==> src/rtl/quant_pkg.sv <==
// Shared types and defaults for the pixel quantization stream controller.
package quant_pkg;

    localparam int unsigned PIX_IN_W  = 16;
    localparam int unsigned PIX_OUT_W = 8;
    localparam int unsigned CNT_W     = 16;

    localparam logic QMODE_8B = 1'b0;
    localparam logic QMODE_4B = 1'b1;

    typedef enum logic [1:0] {
        ST_IDLE,
        ST_RUN,
        ST_DRAIN,
        ST_DONE
    } state_t;

endpackage

==> src/rtl/quant_round_sat.sv <==
// Combinational round-half-up quantizer with saturation to 8-bit or 4-bit range.
module quant_round_sat #(
    parameter int unsigned PIX_IN_W  = quant_pkg::PIX_IN_W,
    parameter int unsigned PIX_OUT_W = quant_pkg::PIX_OUT_W
) (
    input  logic [PIX_IN_W-1:0]  pixel,
    input  logic                 mode,
    output logic [PIX_OUT_W-1:0] q
);
    import quant_pkg::*;

    localparam int unsigned SH8 = PIX_IN_W - PIX_OUT_W;
    localparam int unsigned SH4 = PIX_IN_W - 4;
    localparam logic [PIX_IN_W:0] MAX8 = (PIX_IN_W+1)'((1 << PIX_OUT_W) - 1);
    localparam logic [PIX_IN_W:0] MAX4 = (PIX_IN_W+1)'(15);

    logic [PIX_IN_W:0] sum8;
    logic [PIX_IN_W:0] sum4;

    // One extra bit so the round-up carry out of the top is visible to saturation.
    assign sum8 = ({1'b0, pixel} >> SH8) + {{PIX_IN_W{1'b0}}, pixel[SH8-1]};
    assign sum4 = ({1'b0, pixel} >> SH4) + {{PIX_IN_W{1'b0}}, pixel[SH4-1]};

    always_comb begin
        q = '0;
        if (mode == QMODE_8B) begin
            if (sum8 > MAX8) q = '1;
            else             q = sum8[PIX_OUT_W-1:0];
        end else begin
            if (sum4 > MAX4) q = {{(PIX_OUT_W-4){1'b0}}, 4'hF};
            else             q = {{(PIX_OUT_W-4){1'b0}}, sum4[3:0]};
        end
    end

endmodule

==> src/rtl/quant_stream_ctrl.sv <==
// Job controller: accepts num_pixels input pixels per start, quantizes them into a
// registered output stage, and raises a sticky done flag once all results drain.
module quant_stream_ctrl #(
    parameter int unsigned PIX_IN_W  = quant_pkg::PIX_IN_W,
    parameter int unsigned PIX_OUT_W = quant_pkg::PIX_OUT_W,
    parameter int unsigned CNT_W     = quant_pkg::CNT_W
) (
    input  logic                 clk,
    input  logic                 rst_n,
    input  logic                 i_start,
    input  logic                 i_clear_irq,
    input  logic [CNT_W-1:0]     i_num_pixels,
    input  logic                 i_quant_mode,
    input  logic                 s_valid,
    output logic                 s_ready,
    input  logic [PIX_IN_W-1:0]  s_data,
    output logic                 m_valid,
    input  logic                 m_ready,
    output logic [PIX_OUT_W-1:0] m_data,
    output logic                 o_busy,
    output logic                 o_done,
    output logic [CNT_W-1:0]     o_out_count
);
    import quant_pkg::*;

    state_t                state;
    logic [CNT_W-1:0]      num_pixels;
    logic [CNT_W-1:0]      in_count;
    logic [CNT_W-1:0]      out_count;
    logic                  quant_mode;
    logic                  valid_r;
    logic [PIX_OUT_W-1:0]  data_r;
    logic [PIX_OUT_W-1:0]  q;
    logic                  in_hs;
    logic                  out_hs;

    quant_round_sat #(
        .PIX_IN_W  (PIX_IN_W),
        .PIX_OUT_W (PIX_OUT_W)
    ) u_quant (
        .pixel (s_data),
        .mode  (quant_mode),
        .q     (q)
    );

    // The output stage may refill in the same cycle it is being emptied.
    assign s_ready = (state == ST_RUN) && (in_count != num_pixels) && (!valid_r || m_ready);
    assign in_hs   = s_valid && s_ready;
    assign out_hs  = valid_r && m_ready;

    assign m_valid     = valid_r;
    assign m_data      = data_r;
    assign o_busy      = (state == ST_RUN) || (state == ST_DRAIN);
    assign o_done      = (state == ST_DONE);
    assign o_out_count = out_count;

    always_ff @(posedge clk or negedge rst_n) begin
        if (!rst_n) begin
            state      <= ST_IDLE;
            num_pixels <= '0;
            in_count   <= '0;
            out_count  <= '0;
            quant_mode <= QMODE_8B;
            valid_r    <= 1'b0;
            data_r     <= '0;
        end else begin
            if (out_hs) out_count <= out_count + CNT_W'(1);

            if (in_hs) begin
                data_r   <= q;
                valid_r  <= 1'b1;
                in_count <= in_count + CNT_W'(1);
            end else if (out_hs) begin
                valid_r  <= 1'b0;
            end

            case (state)
                ST_IDLE, ST_DONE: begin
                    if (i_start) begin
                        num_pixels <= i_num_pixels;
                        quant_mode <= i_quant_mode;
                        in_count   <= '0;
                        out_count  <= '0;
                        state      <= (i_num_pixels == '0) ? ST_DONE : ST_RUN;
                    end else if (state == ST_DONE && i_clear_irq) begin
                        state <= ST_IDLE;
                    end
                end
                ST_RUN: begin
                    if (in_hs && (in_count + CNT_W'(1)) == num_pixels) state <= ST_DRAIN;
                end
                ST_DRAIN: begin
                    // Only the final result can still be in the output register here.
                    if (out_hs) state <= ST_DONE;
                end
                default: state <= ST_IDLE;
            endcase
        end
    end

endmodule

==> config.mk <==
export PLATFORM = sky130hd
export DESIGN_NAME = quant_stream_ctrl
export DESIGN_NICKNAME = d
export VERILOG_FILES = /design/src/rtl/quant_pkg.sv /design/src/rtl/quant_round_sat.sv /design/src/rtl/quant_stream_ctrl.sv
export SDC_FILE = /design/constraint.sdc
export NUM_CORES = 1
export LEC_CHECK = 0
export ABC_AREA = 1
export BUFFER_PORTS_ARGS = -buffer_cell sky130_fd_sc_hd__buf_2
export CORE_AREA = 2 2 117 119
export DETAILED_ROUTE_END_ITERATION = 8
export DIE_AREA = 0 0 119 121
export GPL_TIMING_DRIVEN = 0
export PLACE_DENSITY = 0.55
export RECOVER_POWER = 50
export SLEW_MARGIN = 20
export SYNTH_ARGS = -nofsm -noshare
export SYNTH_HDL_FRONTEND = slang
export SYNTH_SLANG_ARGS = --single-unit
export TNS_END_PERCENT = 30
==> constraint.sdc <==
create_clock -name clk -period 2.1 [get_ports clk]
set_input_delay 0.105 -clock clk [delete_from_list [all_inputs] [get_ports clk]]
set_output_delay 0.105 -clock clk [all_outputs]
set_load 0.1 [all_outputs]
# After elaboration in Yosys (flattened, before gate mapping)
# Index checks and enable logic that the tools add are counted.
# word_totals
register_bits	60
latchBits	0
mem_bits_rw	0
rom_bits	0
mem_count	0
# op_classes
addsub	4
mul	0
n_div	0
magnitude_cmp	2
eq_ne	8
shifts	0
n_mux	17
n_bitwise	0
n_reduce_logical	15
# ops
operator	count
$mux W16	6
$add A16 B1 Y16 const B	2
$gt A17 B4 Y1 const B	1
$gt A17 B8 Y1 const B	1
$eq A16 B16 Y1	1
$logic_not A16 Y1	1
$mux W8	2
$ne A16 B16 Y1	1
$mux W2	5
$add A8 B1 Y9	1
$logic_and A1 B1 Y1	6
$pmux W2 S3	1
$add A4 B1 Y5	1
$eq A2 B2 Y1 const B	2
$mux W4	1
$ne A3 B3 Y1 const B	1
$reduce_and A3 Y1	1
$eq A2 B1 Y1 const B	1
$logic_not A2 Y1	1
$logic_or A1 B1 Y1	2
$mux W1	2
$ne A2 B1 Y1 const B	1
$ne A2 B2 Y1 const B	1
$reduce_and A2 Y1	1
3 further kinds	3

# Logic depth before layout (Yosys ltp)
# logic_depth
ltp_word	7
ltp_mapped	16
depth_no_buf	16

# By module
# Synthesis repeated with hierarchy kept, for this count alone.
# unflattened
hier_cells	535
hier_area_um2	3862.5
# modules_own_cells
mod	instances	cells_each	area_per_inst_um2	seq_area_each_um2
quant_stream_ctrl	1	466	3474.6	1501.4
quant_round_sat	1	69	387.9	0.0

# Worst setup path after synthesis
# Ideal clock, no wire load.
# synth_path
kind	reg-to-reg
startpoint	register valid_r, in the netlist m_valid
endpoint	register out_count[15], in the netlist o_out_count[15]
arrival_time_ps	2338
path_slack_ps	-312
path_stages_with_launch	12
cell_sequence	dfrtp_1 nand2_2 inv_2 nand2_1 nor2_2 nand3_2 nor2_4 nand3_2 nor2_2 nand3_1 xor2_1 nor2_1
# synth_between
elab_chain_cells	4
# synth_rtl
item	line_no	source
start: declaration	quant_stream_ctrl.sv:31	logic valid_r;
start signal: assignment	quant_stream_ctrl.sv:64	valid_r <= 1'b0;
start signal: assignment	quant_stream_ctrl.sv:71	valid_r <= 1'b1;
start signal: assignment	quant_stream_ctrl.sv:74	valid_r <= 1'b0;
$logic_and A1 B1 Y1 *	quant_stream_ctrl.sv:49	assign out_hs = valid_r && m_ready;
$mux W16 *	quant_stream_ctrl.sv:67	if (out_hs) out_count <= out_count + CNT_W'(1);
$mux W16	quant_stream_ctrl.sv:79	if (i_start) begin
$mux W16 *	quant_stream_ctrl.sv:77	case (state)
end signal: assignment	quant_stream_ctrl.sv:67	
end: declaration	quant_stream_ctrl.sv:29	logic [CNT_W-1:0] out_count;
# Mark *: on every way between the ends. The rest lies on a longest branch, timed or not.
# A chain may end at the register's enable or synchronous reset.

# Worst setup path after layout
# layout_path
startpoint	register in_count[0]
endpoint	register state[0]
# layout_between
elab_chain_cells	7
# layout_rtl
item	line_no	source
start: declaration	quant_stream_ctrl.sv:28	logic [CNT_W-1:0] in_count;
start signal: assignment	quant_stream_ctrl.sv:72	in_count <= in_count + CNT_W'(1);
branches (longest 4 deep; another with $add A16 B1 Y16)	-	
$logic_and A1 B1 Y1 *	quant_stream_ctrl.sv:90	if (in_hs && (in_count + CNT_W'(1)) == num_pixels) state <= ST_DRAIN;
$ne A2 B1 Y1 (no source line) *	-	
$reduce_and A3 Y1 (no source line) *	-	
end signal: assignment	quant_stream_ctrl.sv:84	state <= (i_num_pixels == '0) ? ST_DONE : ST_RUN;
end: declaration	quant_stream_ctrl.sv:26	state_t state;
# Mark *: on every way between the ends.

==> run summary <==
status -> finished, final reports clean
sequential element share of the synthesized area -> 40.1%
smallest hold slack -> 0.00757 ns
# DRC -> 0
final setup fails -> 0
EDFF count, synth -> 0
unique cell type count in the Yosys netlist -> 38
largest net degree at the start of global routing -> 56
critical path data required time -> 2.31 ns
# fillers -> 1,390
CP Buf/Inv Count -> 1
GP Congestion -> 0.868
crit path cell chain -> ha_4 > inv_2 > nand2_2 > nand2_2 > nor2_2 > nand2_1 > nor2_1 > nand2_1 > nor2_1 > nand2_1 > nor2_2 > nand3_2 > nand2_2 > nand2_2 > nand2_1 > nand2_1
Final Hold Fails -> 0
Worst-path clk slew -> 0.05 ns
YS warnings -> 0
ys flop type -> dfrtp_1
H-tree depth -> 3
Mean Syn Cell Area -> 7.48 um2
worst-path maximum fanout -> 4
Levels on crit path -> 16
Die X -> 119 um
Pleak -> 2.26 nW
asr flop ratio synth -> 100%
Root Driver -> clkbuf_16
synthesized area -> 0.00375 mm2
Initial DRT Pass Iterations -> 5
RSZ-0062 raised after global routing -> yes
depth of the most critical reg-to-reg path -> 16
routed vias -> 3,475
Seq cells post-synth -> 60
vias in the first global route -> 3,343
initial antenna violation count -> 0
Critical Path Max Stage Delay -> 0.45 ns
GRT Residual Overflow -> 0
Port Buf Inserts -> 59
Skew-Pair Late Insertion Delay -> 0.33 ns
HP Class -> in2reg
TritonCTS clock tree -> done
fin nets -> 632
hold depth -> 3
final worst path period share -> 93.9%
GRT Util Overall -> 14.1%
Pins Over Slew Limit -> 0
initial core utilization -> 28.6%
fmax -> 507 MHz
worst slack, placed -> 0.0148 ns
Total Power -> 0.00673 W
kind of end point of the critical path -> flip-flop
Fin Clk Skew -> 0.00869 ns
most common cell after layout, fill and taps aside -> nand2_1
Pwr Density -> 1420 mW/mm2
I/O pin count -> 67
min cycle time layout -> 1.97 ns
slowest CP cell -> dfrtp_2
# clock sinks -> 60
die footprint -> 0.0144 mm2
clock tree buffer depth -> 2
cell family with most CP delay -> simple AND/OR/NAND/NOR gates
DRT antenna net count -> 0
Cell Area, Placed -> 0.00430 mm2
max_cap viols -> 0
number of cell rows -> 42
Setup CP Type -> reg2reg
post-CTS setup repair buffer count -> 0
die height -> 121 um
Worst EP arrival -> 2.18 ns
final instance area -> 0.00473 mm2
peak supply drop -> 770 uV
Relative slew margins -> 21.4%
CTS Buf Count -> 9
Layout area overhead -> 26.1%
final WL -> 9680 um
CP Launch Type -> flip-flop
diode count -> 0
Util after Layout -> 36.1%
Vias/cell -> 4.54
CP most frequent cell -> nand2_1
first-pass GRT wire length -> 16,200 um
share of cells above drive strength 1 -> 20.4%
Mapped Nets -> 549
commonest cells after routing, fill and taps aside -> nand2_1 (145), dfrtp_1 (51), buf_2 (48), inv_1 (46), o21ai_0 (36)
fin worst setup slack -> 0.128 ns
Post-Syn Instances -> 501
HPWL Detailed -> 7310 um
core area -> 0.0131 mm2
Slew @ Worst Pin -> 1.18 ns
Initial DRC Count -> 183
wire per inst -> 12.7 um
cells in the mapped netlist (all sizes together) (3+ instances only):
| cell type | number | area (um2) |
|---|---|---|
| buf | 9 | 63.8 |
| clkinv | 3 | 11.3 |
| nor2 | 50 | 251 |
| ha | 9 | 113 |
| xnor2 | 13 | 114 |
| inv | 51 | 194 |
| clkbuf | 4 | 15.0 |
| o21ai | 43 | 215 |
| nand3b | 4 | 30.0 |
| xor2 | 20 | 175 |
| a21oi | 24 | 120 |
| nand3 | 30 | 160 |
| nand4 | 4 | 25.0 |
| nor4 | 4 | 25.0 |
| nand2 | 158 | 626 |
| nor3 | 5 | 35.0 |
| dfrtp | 60 | 1500 |
timing repair:
item | in CTS | in global routing
hold buffers | 12 | 0
setup endpoints to repair | 1 | 3
hold endpoints to repair | 71 | 0
pin swaps | 0 | 3
gates resized for setup | 1 | 16
layout make-up:
cell class	instances	area, um2	share of cell area, %
clock inverters	5	52.6	1.11
well taps	176	220	4.66
flip-flops and latches	60	1510	32.0
inverters	54	205	4.34
multi-input cells	374	2010	42.4
clock buffers	11	243	5.14
repair buffers	72	409	8.66
plain buffers	13	78.8	1.67
path summary, 6_finish.rpt:
kind / startpoint / endpoint / slack [ns]
max: in_count[0]$_DFF_PN0_ / state[0]$_DFFE_PN0P_ / 0.13
min: i_num_pixels[6] / num_pixels[6]$_DFFE_PN0P_ / 0.008
max reg2reg: in_count[0]$_DFF_PN0_ / state[0]$_DFFE_PN0P_ / 0.13
min reg2reg: m_data[2]$_DFFE_PN0N_ / m_data[2]$_DFFE_PN0N_ / 0.47
max in group asynchronous: rst_n / o_out_count[2]$_DFF_PN0_ / 0.76
min in group asynchronous: rst_n / m_data[2]$_DFFE_PN0N_ / 0.19
cells by family (layout without fill, tap and decap cells):
family                     Yosys count  in the layout  synth area share, %
and+or+nand+nor                    259            259                 31.4
xor gates and xnor gates            33             33                 7.71
buffers and inverters               67            155                 7.58
DFF                                 60             60                 40.1
AOI/OAI and AO/OA                   73             73                 10.2
adders and majority gates            9              9                 3.00
power breakdown:
part / switching, W / internal [W] / total (W)
logic: 0.00240 / 0.000950 / 0.00335
clock network: 0.000524 / 0.000943 / 0.00147
registers: 0.000359 / 0.00155 / 0.00191
state kept, by name (all words and copies together) (netlist names):
signal and cells:
in_count 16, m_data 8, m_valid 1, num_pixels 16, o_out_count 16, quant_mode 1, state 2
metrics by stage:
stage                     setup TNS, ns  cells
after floorplan                       0    501
after global placement                0    736
after detailed placement              0    737
after CTS                             0    765
after global routing             -0.112    765
final                                 0    765
layer usage:
layer  track usage, %  vias to the layer above  part of all wire, %
li1                 -                     1765                    -
met2             25.1                       72                   50
met4             4.69                        0                  1.2
met1             17.4                     1628                   45
met3             2.16                       10                  3.6
met5                0                        -                    0
tightest hold or removal path, cell delays in order:
cell,delay (ns)
buf_2,0.09
nand2_1,0.05
nand2_1,0.05
(Power assumes the default switching activity.)
